===== config.mk =====
export PLATFORM = sky130hd
export DESIGN_NAME = uart_rx
export DESIGN_NICKNAME = d
export VERILOG_FILES = /design/src/rtl/uart_rx_pkg.sv /design/src/rtl/uart_sync2.sv /design/src/rtl/uart_rx.sv
export SDC_FILE = /design/constraint.sdc
export NUM_CORES = 1
export LEC_CHECK = 0
export CAP_MARGIN = 40
export CORE_MARGIN = 1.5
export CORE_UTILIZATION = 25
export CTS_BUF_LIST = sky130_fd_sc_hd__clkbuf_16
export DETAILED_ROUTE_END_ITERATION = 6
export PLACE_DENSITY = 0.41
export RECOVER_POWER = 50
export SKIP_CTS_REPAIR_TIMING = 1
export SLEW_MARGIN = 20
export SYNTH_ARGS = -nofsm -noshare
export SYNTH_HDL_FRONTEND = slang
export SYNTH_SLANG_ARGS = --single-unit

===== constraint.sdc =====
create_clock -name clk -period 2 [get_ports clk]
set_clock_uncertainty 0.1 [all_clocks]
set_input_delay 0.4 -clock clk [delete_from_list [all_inputs] [get_ports clk]]
set_output_delay 0.4 -clock clk [all_outputs]
set_load 0.02 [all_outputs]

===== src/rtl/uart_rx_pkg.sv =====
// uart_rx_pkg: shared UART receive definitions.
// Holds FSM state encodings and default frame geometry.
package uart_rx_pkg;

  localparam int DEF_OVERSAMPLE = 16;
  localparam int DEF_DATA_BITS  = 8;

  typedef enum logic [2:0] {
    ST_IDLE      = 3'd0,
    ST_START     = 3'd1,
    ST_DATA      = 3'd2,
    ST_PARITY    = 3'd3,
    ST_STOP      = 3'd4,
    ST_WAIT_IDLE = 3'd5
  } uart_state_e;

endpackage


===== src/rtl/uart_sync2.sv =====
// uart_sync2: two-flop synchroniser for an asynchronous input.
// RST_VAL sets the level both flops take during reset.
module uart_sync2 #(
  parameter logic RST_VAL = 1'b1
) (
  input  logic clk,
  input  logic rst,
  input  logic d,
  output logic q
);

  logic [1:0] sync_q;
  logic [1:0] sync_d;

  // shift the raw input one stage per clock
  always_comb begin
    sync_d = {sync_q[0], d};
  end

  // synchroniser flops, preset to the idle level
  always_ff @(posedge clk or posedge rst) begin
    if (rst) sync_q <= {2{RST_VAL}};
    else     sync_q <= sync_d;
  end

  assign q = sync_q[1];

endmodule


===== src/rtl/uart_rx.sv =====
// uart_rx: 16x-oversampled UART receiver with valid/ready output.
// Optional parity checking is enabled by UART_RX_PARITY_EN.
module uart_rx
  import uart_rx_pkg::*;
#(
  parameter int DATA_BITS  = DEF_DATA_BITS,
  parameter int OVERSAMPLE = DEF_OVERSAMPLE,
  parameter int PARITY_ODD = 0
) (
  input  logic                 clk,
  input  logic                 rst,
  input  logic                 rx_clk,
  input  logic                 rxd,
  output logic [DATA_BITS-1:0] rx_data,
  output logic                 rx_valid,
  input  logic                 rx_ready,
  output logic                 rx_busy,
  output logic                 frame_err,
  output logic                 overrun_err,
  output logic                 parity_err
);

  localparam int TICK_W = $clog2(OVERSAMPLE);
  localparam int BIT_W  = $clog2(DATA_BITS);

  localparam logic [TICK_W-1:0] TICK_HALF =
    TICK_W'(OVERSAMPLE / 2 - 1);
  localparam logic [TICK_W-1:0] TICK_LAST =
    TICK_W'(OVERSAMPLE - 1);
  localparam logic [BIT_W-1:0] BIT_LAST =
    BIT_W'(DATA_BITS - 1);

  if (DATA_BITS < 5 || DATA_BITS > 9 ||
      OVERSAMPLE < 8 || (OVERSAMPLE % 2) != 0 ||
      PARITY_ODD < 0 || PARITY_ODD > 1) begin : g_bad_cfg
    $error("uart_rx: illegal parameter set");
  end

  logic rxd_s;

  uart_state_e state_q, state_d;

  logic [TICK_W-1:0]    tick_q, tick_d;
  logic [BIT_W-1:0]     bit_q, bit_d;
  logic [DATA_BITS-1:0] shift_q, shift_d;
  logic                 par_bad_q, par_bad_d;
  logic                 done_q, done_d;

  logic [DATA_BITS-1:0] data_q, data_d;
  logic                 valid_q, valid_d;
  logic                 frame_err_q, frame_err_d;
  logic                 overrun_q, overrun_d;
  logic                 parity_err_q, parity_err_d;

  uart_sync2 #(
    .RST_VAL (1'b1)
  ) u_sync (
    .clk (clk),
    .rst (rst),
    .d   (rxd),
    .q   (rxd_s)
  );

  // frame FSM: advances only on oversample ticks
  always_comb begin
    state_d     = state_q;
    tick_d      = tick_q;
    bit_d       = bit_q;
    shift_d     = shift_q;
`ifdef UART_RX_PARITY_EN
    par_bad_d   = par_bad_q;
`else
    par_bad_d   = 1'b0;
`endif
    done_d      = 1'b0;
    frame_err_d = 1'b0;
    if (rx_clk) begin
      unique case (state_q)
        ST_IDLE: begin
          if (!rxd_s) begin
            state_d = ST_START;
            tick_d  = '0;
          end
        end
        ST_START: begin
          if (tick_q == TICK_HALF) begin
            if (rxd_s) begin
              state_d = ST_IDLE;
            end else begin
              state_d = ST_DATA;
              tick_d  = '0;
              bit_d   = '0;
            end
          end else begin
            tick_d = tick_q + 1'b1;
          end
        end
        ST_DATA: begin
          if (tick_q == TICK_LAST) begin
            tick_d  = '0;
            shift_d = {rxd_s, shift_q[DATA_BITS-1:1]};
            if (bit_q == BIT_LAST) begin
`ifdef UART_RX_PARITY_EN
              state_d = ST_PARITY;
`else
              state_d = ST_STOP;
`endif
            end else begin
              bit_d = bit_q + 1'b1;
            end
          end else begin
            tick_d = tick_q + 1'b1;
          end
        end
        ST_PARITY: begin
`ifdef UART_RX_PARITY_EN
          if (tick_q == TICK_LAST) begin
            tick_d    = '0;
            par_bad_d = rxd_s ^ (^shift_q) ^
                        (PARITY_ODD != 0);
            state_d   = ST_STOP;
          end else begin
            tick_d = tick_q + 1'b1;
          end
`else
          state_d = ST_IDLE;
`endif
        end
        ST_STOP: begin
          if (tick_q == TICK_LAST) begin
            tick_d = '0;
            if (rxd_s) begin
              done_d  = 1'b1;
              state_d = ST_IDLE;
            end else begin
              frame_err_d = 1'b1;
              state_d     = ST_WAIT_IDLE;
            end
          end else begin
            tick_d = tick_q + 1'b1;
          end
        end
        ST_WAIT_IDLE: begin
          if (rxd_s) state_d = ST_IDLE;
        end
        default: state_d = ST_IDLE;
      endcase
    end
  end

  // output handshake: deliver or drop the completed byte
  always_comb begin
    valid_d      = valid_q;
    data_d       = data_q;
    overrun_d    = 1'b0;
    parity_err_d = 1'b0;
    if (valid_q && rx_ready) valid_d = 1'b0;
    if (done_q) begin
      if (!valid_q || rx_ready) begin
        valid_d      = 1'b1;
        data_d       = shift_q;
        parity_err_d = par_bad_q;
      end else begin
        overrun_d = 1'b1;
      end
    end
  end

  // receive-side state and counters
  always_ff @(posedge clk or posedge rst) begin
    if (rst) begin
      state_q   <= ST_IDLE;
      tick_q    <= '0;
      bit_q     <= '0;
      shift_q   <= '0;
      par_bad_q <= 1'b0;
      done_q    <= 1'b0;
    end else begin
      state_q   <= state_d;
      tick_q    <= tick_d;
      bit_q     <= bit_d;
      shift_q   <= shift_d;
      par_bad_q <= par_bad_d;
      done_q    <= done_d;
    end
  end

  // output registers and error pulses
  always_ff @(posedge clk or posedge rst) begin
    if (rst) begin
      data_q       <= '0;
      valid_q      <= 1'b0;
      frame_err_q  <= 1'b0;
      overrun_q    <= 1'b0;
      parity_err_q <= 1'b0;
    end else begin
      data_q       <= data_d;
      valid_q      <= valid_d;
      frame_err_q  <= frame_err_d;
      overrun_q    <= overrun_d;
      parity_err_q <= parity_err_d;
    end
  end

  assign rx_data     = data_q;
  assign rx_valid    = valid_q;
  assign rx_busy     = (state_q != ST_IDLE);
  assign frame_err   = frame_err_q;
  assign overrun_err = overrun_q;
  assign parity_err  = parity_err_q;

endmodule


=== Word level (Yosys, flattened, before mapping) ===
Cells that the tools add are included.

* Bits in registers: 32
* Input port bits: 5
* Output and inout port bits: 13
* Word-level logic and storage cells: 71

* Add/subtract/negate cells: 2
* Equality and inequality tests: 15
* Multiplexer cells: 31
* Reduce and logical (&&, ||, !) cells: 13

{| class="wikitable"
|+ Operator list
! operator !! count
|-
| $mux 3 || 11
|-
| $pmux 3 s5 || 1
|-
| $ne 2x2->1 const B || 7
|-
| $mux 1 || 13
|-
| $mux 4 || 3
|-
| $pmux 4 s3 || 1
|-
| $eq 3x3->1 const B || 3
|-
| $reduce_and 7->1 || 1
|-
| $pmux 3 s2 || 1
|-
| $reduce_and 6->1 || 1
|-
| $reduce_bool 3->1 || 2
|-
| $add 4x1->4 const B || 1
|-
| $eq 4x3->1 const B || 1
|-
| $eq 4x4->1 const B || 1
|-
| $reduce_and 2->1 || 2
|-
| $add 3x1->3 const B || 1
|-
| $eq 3x1->1 const B || 1
|-
| $eq 3x2->1 const B || 1
|-
| $logic_not 3->1 || 1
|-
| $reduce_and 3->1 || 1
|-
| $mux 2 || 1
|-
| $ne 2x1->1 const B || 1
|-
| $reduce_bool 2->1 || 1
|-
| $reduce_or 2->1 || 1
|-
| other kinds (3) || 3
|}

=== Depth between registers and ports, before layout ===
* Depth in word-level cells: 4
* Gate-level depth with buffers: 6
* Gate-level depth less buffers: 6

=== By module ===
A second synthesis with hierarchy kept.

* Cell total of the unflattened synthesis: 137
* Area total of the unflattened synthesis: 1549.0 µm²

{| class="wikitable"
|+ By module, submodules not included
! module !! instances !! cells each !! area an instance (µm²) !! seq. area each (µm²)
|-
| uart_rx || 1 || 134 || 1492.7 || 750.7
|-
| uart_sync2 || 1 || 3 || 56.3 || 52.6
|}

=== Worst setup path before layout ===
OpenSTA, ideal clock, no wires.

* Path type: reg-to-reg
* Start point: register state_q[2]
* End point: register bit_q[0]
* Library setup time: 0.128 ns
* Arrival: 1.645 ns
* Required time: 1.772 ns
* Setup slack: 0.127 ns
* Cell stages (with the launch flop): 5
* Buffers on the path: 0
* Clock period less this slack: 1.873 ns
* Cells stage by stage: dfrtp_1 or3b_1 or3_1 a21oi_2 mux2_1

* Longest elaborated chain between the ends: 3
* Elaborated cells between the ends (all ways): 9
* Classes of those cells: 6 x eq/ne; 1 x mux; 2 x reduce/logical

{| class="wikitable"
|+ RTL lines
! item !! RTL line !! RTL
|-
| start: declaration || uart_rx.sv:41 || <nowiki>uart_state_e state_q, state_d;</nowiki>
|-
| start signal: assignment || uart_rx.sv:179 || <nowiki>state_q <= state_d;</nowiki>
|-
| $eq 3x1->1 / $eq 3x2->1 (equally long branches) || uart_rx.sv:78 || <nowiki>unique case (state_q)</nowiki>
|-
| $ne 2x2->1 (no source line) / $reduce_bool 2->1 (equally long branches) || -- ||
|-
| $reduce_and 6->1 (no source line) || -- ||
|-
| end signal: assignment || uart_rx.sv:181 || <nowiki>bit_q <= bit_d;</nowiki>
|-
| end: declaration || uart_rx.sv:44 || <nowiki>logic [BIT_W-1:0] bit_q, bit_d;</nowiki>
|}

Parallel ways exist; a longest one is shown, timed or not.
A chain may end at the register's enable or synchronous reset.

=== Worst setup path after layout ===
* Start point: register tick_q[0]
* End point: register bit_q[0]

* Longest elaborated chain between the ends: 3
* Elaborated cells between the ends (all ways): 5
* Classes of those cells: 4 x eq/ne; 1 x reduce/logical

{| class="wikitable"
|+ RTL lines
! item !! RTL line !! RTL
|-
| start: declaration || uart_rx.sv:43 || <nowiki>logic [TICK_W-1:0] tick_q, tick_d;</nowiki>
|-
| start signal: assignment || uart_rx.sv:180 || <nowiki>tick_q <= tick_d;</nowiki>
|-
| $eq 4x4->1 / $eq 4x3->1 (equally long branches) || uart_rx.sv:99, uart_rx.sv:86 ||
|-
| $ne 2x2->1 (no source line) || -- ||
|-
| $reduce_and 6->1 (no source line) * || -- ||
|}

Mark *: on every way between the ends. The rest lies on a longest branch, timed or not.

==> impl_results.md <==
* H-tree level count at 2
* Post-route setup slack at 0.101 ns
* CP max-delay cell: or3_1
* Switching Power at approximately 520 uW
* Reg2Reg Depth at 5
* Design Power at between 2000 and 2500 uW
* Final Setup Violations at 0
* Overflow after GRT at 0
* Synth top area share at a little over half
* Util after Layout at 34.8%
* Worst R2R Setup Slack at just over 0.1 ns
* Yosys reg bits at 32
* Final hold violations at 0
* Power per cell area at between 1000 and 1500 nW/um^2
* Vias per cell at 4.43
* Unrepaired setup endpoints after global routing: false
* Synth Flop Type: dfrtp_1
* Share of power burned in combinational logic at 18.7%
* Worst-margin pin slew at 0.793 ns
* Cells after DPL at between 200 and 250
* CP Max Fanout at 5
* Ports at 18
* Aggregate routed wire length at approximately 2700 um
* Ant diodes at 0
* Synth Net Count at about 130
* Top cells by area, synth: dfrtp_1 52%, mux2_2 12%, dfstp_2 3.6%, o21ai_0 3.5%, mux2i_1 2.8%
* DR WL/cell at 12.1 um
* Crit path required time at approximately 2 ns
* Layout cells sized above 1 at between 20 and 25%
* Antenna Violating Nets Remaining at 0
* Synth Warn # at 0
* Via count at about 1000
* Status: complete, no violations
* Post-synth EDFFs at 0
* CP Data Arrival Time at just under 2 ns
* Global-route wire length before repair at 5180 um
* Placement Setup Slack at 0.110 ns
* Reg power frac at about two fifths
* Min-Delay Path Class: reg2reg
* CTS Root Cell: clkbuf_16
* Initial drt markers at 36
* TritonCTS clock tree: yes
* Row count at 27
* Final min period at approximately 1.9 ns
* Clock Power Share at a little over two fifths
* Worst skew pair latency at ~0.27 ns
* Fin. max-slew vios at 0
* WHS at 0.254 ns
* Mapped Avg Cell Area at approximately 11 um^2
* Crit path cell chain: ha_1 > nand3b_1 > or3_1 > a21oi_2 > mux2_1
* Critical path type: reg2reg
* Num Clock Sinks at 32
* Initial antenna violation count at 0
* Number of global-route vias before repair at ~1100
* Filler cells at 572
* DPL Wire Length at 2000 um
* Syn Inst Count at between 100 and 150
* Maxcap violations at 0
* Clock Tree Buf Depth at 2
* Hold depth at 0
* Final RePlAce weighted congestion at about 0.79
* PortBufs at 16
* Clock transition at path regs at 0.05 ns
* Post-synthesis sequential area ratio at a little under three fifths
* CP Capture Type: flop
* Cell variety after synth at 36
* Layout Cells excl Fill at approximately 230
* Area overhead of the layout relative to synthesis at 33.8%
* FFs w/ async S/R, synth at 100%
* Core footprint at roughly 5500 um^2
* Most common cell in the synthesized netlist: dfrtp_1
* Most area-hungry cell type in the Yosys netlist: dfrtp_1
* Chip Height at just under 80 um
* First-pass DRT Iterations at 4
* Critical Path Start Type: flop
* Top cells by count, synth: 30 x dfrtp_1, 15 x mux2_2, 10 x o21ai_0
* Max_slew headroom at 47.2%
* Nets at around 160
* Largest net degree at the start of global routing at 33
* Die Area at ~6200 um^2
* Maximum achievable frequency at between 500 and 600 MHz
* Max incr delay on CP at between 0.4 and 0.5 ns
* DRC Markers at 0
* Die X at 78.9 um
* Max VDD drop at approximately 0.44 mV
* Total track usage at 10.7%
* Leak at a little over 0.0009 uW
* Synth Cell Area at approximately 1400 um^2
* Initial Util at 26.0%
* Pint at 1490 uW
* Period utilisation layout at a little over nine tenths
* CTS buffer count at 5
* Switch share at roughly 26%
[metrics by stage]
| step | area (um^2) | TNS, ns |
|---|---|---|
| after detailed placement | 1760 | 0 |
| after floorplan | 1440 | 0 |
| after global routing | 1930 | 0 |
| after CTS | 1930 | -0.138 |
| after global placement | 1760 | 0 |
| final | 1930 | 0 |
[per-layer routing]
metal / routed length [um] / GRT usage, % / up-vias
li1: - / - / 494
met1: 1240 / 12.7 / 498
met2: 1400 / 18.2 / 14
met3: 80 / 3.22 / 4
met4: 31 / 4.39 / 0
met5: 0 / 0 / -
[sequential cells by signal (all words and copies together), names as in the netlist]
register       flops
done_q             1
state_q            3
rx_data            8
u_sync.sync_q      2
bit_q              3
frame_err          1
rx_valid           1
tick_q             4
overrun_err        1
shift_q            8
[area by class of cell]
type	instances	area, um^2	area share (%)
tap	72	90.1	4.68
multi-input combinational	82	588	30.5
clock inverter	3	38.8	2.01
clock buffer	5	125	6.49
inverter	7	26.3	1.36
sequential	32	803	41.7
timing repair buffer	27	255	13.2
[power groups by stage]
stage	Combinational [uW]	Clock (uW)	Sequential (uW)
after floorplan	279	0	788
after global placement	377	0	805
after detailed placement	386	0	809
after CTS	387	871	799
after global routing	434	914	810
final	375	836	799
[worst max-delay path, delay by kind of cell (launching register included)]
| family | cells | cell delay (ns) |
|---|---|---|
| adder cells (fa/ha/maj) | 1 | 0.24 |
| flip-flops | 1 | 0.38 |
| AO/OA/AOI/OAI | 1 | 0.17 |
| AND/OR/NAND/NOR | 2 | 0.55 |
| multiplexers | 1 | 0.33 |
[final timing paths]
path                                             from                         end
hold reg to reg            u_sync.sync_q[0]$_DFF_PP1_  u_sync.sync_q[1]$_DFF_PP1_
max in group asynchronous                         rst        bit_q[1]$_DFFE_PP0P_
setup / recovery                tick_q[0]$_DFFE_PP0P_        bit_q[0]$_DFFE_PP0P_
min in group asynchronous                         rst          rx_valid$_DFF_PP0_
hold / removal             u_sync.sync_q[0]$_DFF_PP1_  u_sync.sync_q[1]$_DFF_PP1_
setup reg to reg                tick_q[0]$_DFFE_PP0P_        bit_q[0]$_DFFE_PP0P_
[layout by cell type, fill, tap and decap left out, types with 2 or more instances in the layout]
cell and n:
a21oi_1 3, dlygate4sd3_1 3, nor2_1 8, nand3_1 4, nand2_1 8, mux2_2 15
mux2i_1 4, clkbuf_16 5, o21ai_0 10, dfstp_2 2, dfrtp_1 30, ha_1 3
buf_4 9, clkdlybuf4s50_1 12, inv_1 8, nand2b_1 3, nor3_1 2, or3_1 2
[kinds of logic (layout without fill, tap and decap cells)]
| family | after synthesis | after routing | synth area share (%) |
|---|---|---|---|
| AOI/OAI and AO/OA | 21 | 21 | 9.04 |
| adders and majority gates | 3 | 3 | 2.61 |
| xor gates and xnor gates | 2 | 2 | 1.22 |
| other | 1 | 1 | 0.260 |
| buffers and inverters | 12 | 42 | 3.39 |
| DFF | 32 | 32 | 55.8 |
| muxes | 20 | 20 | 15.3 |
| and+or+nand+nor | 35 | 35 | 12.4 |
(Power assumes the default switching activity.)
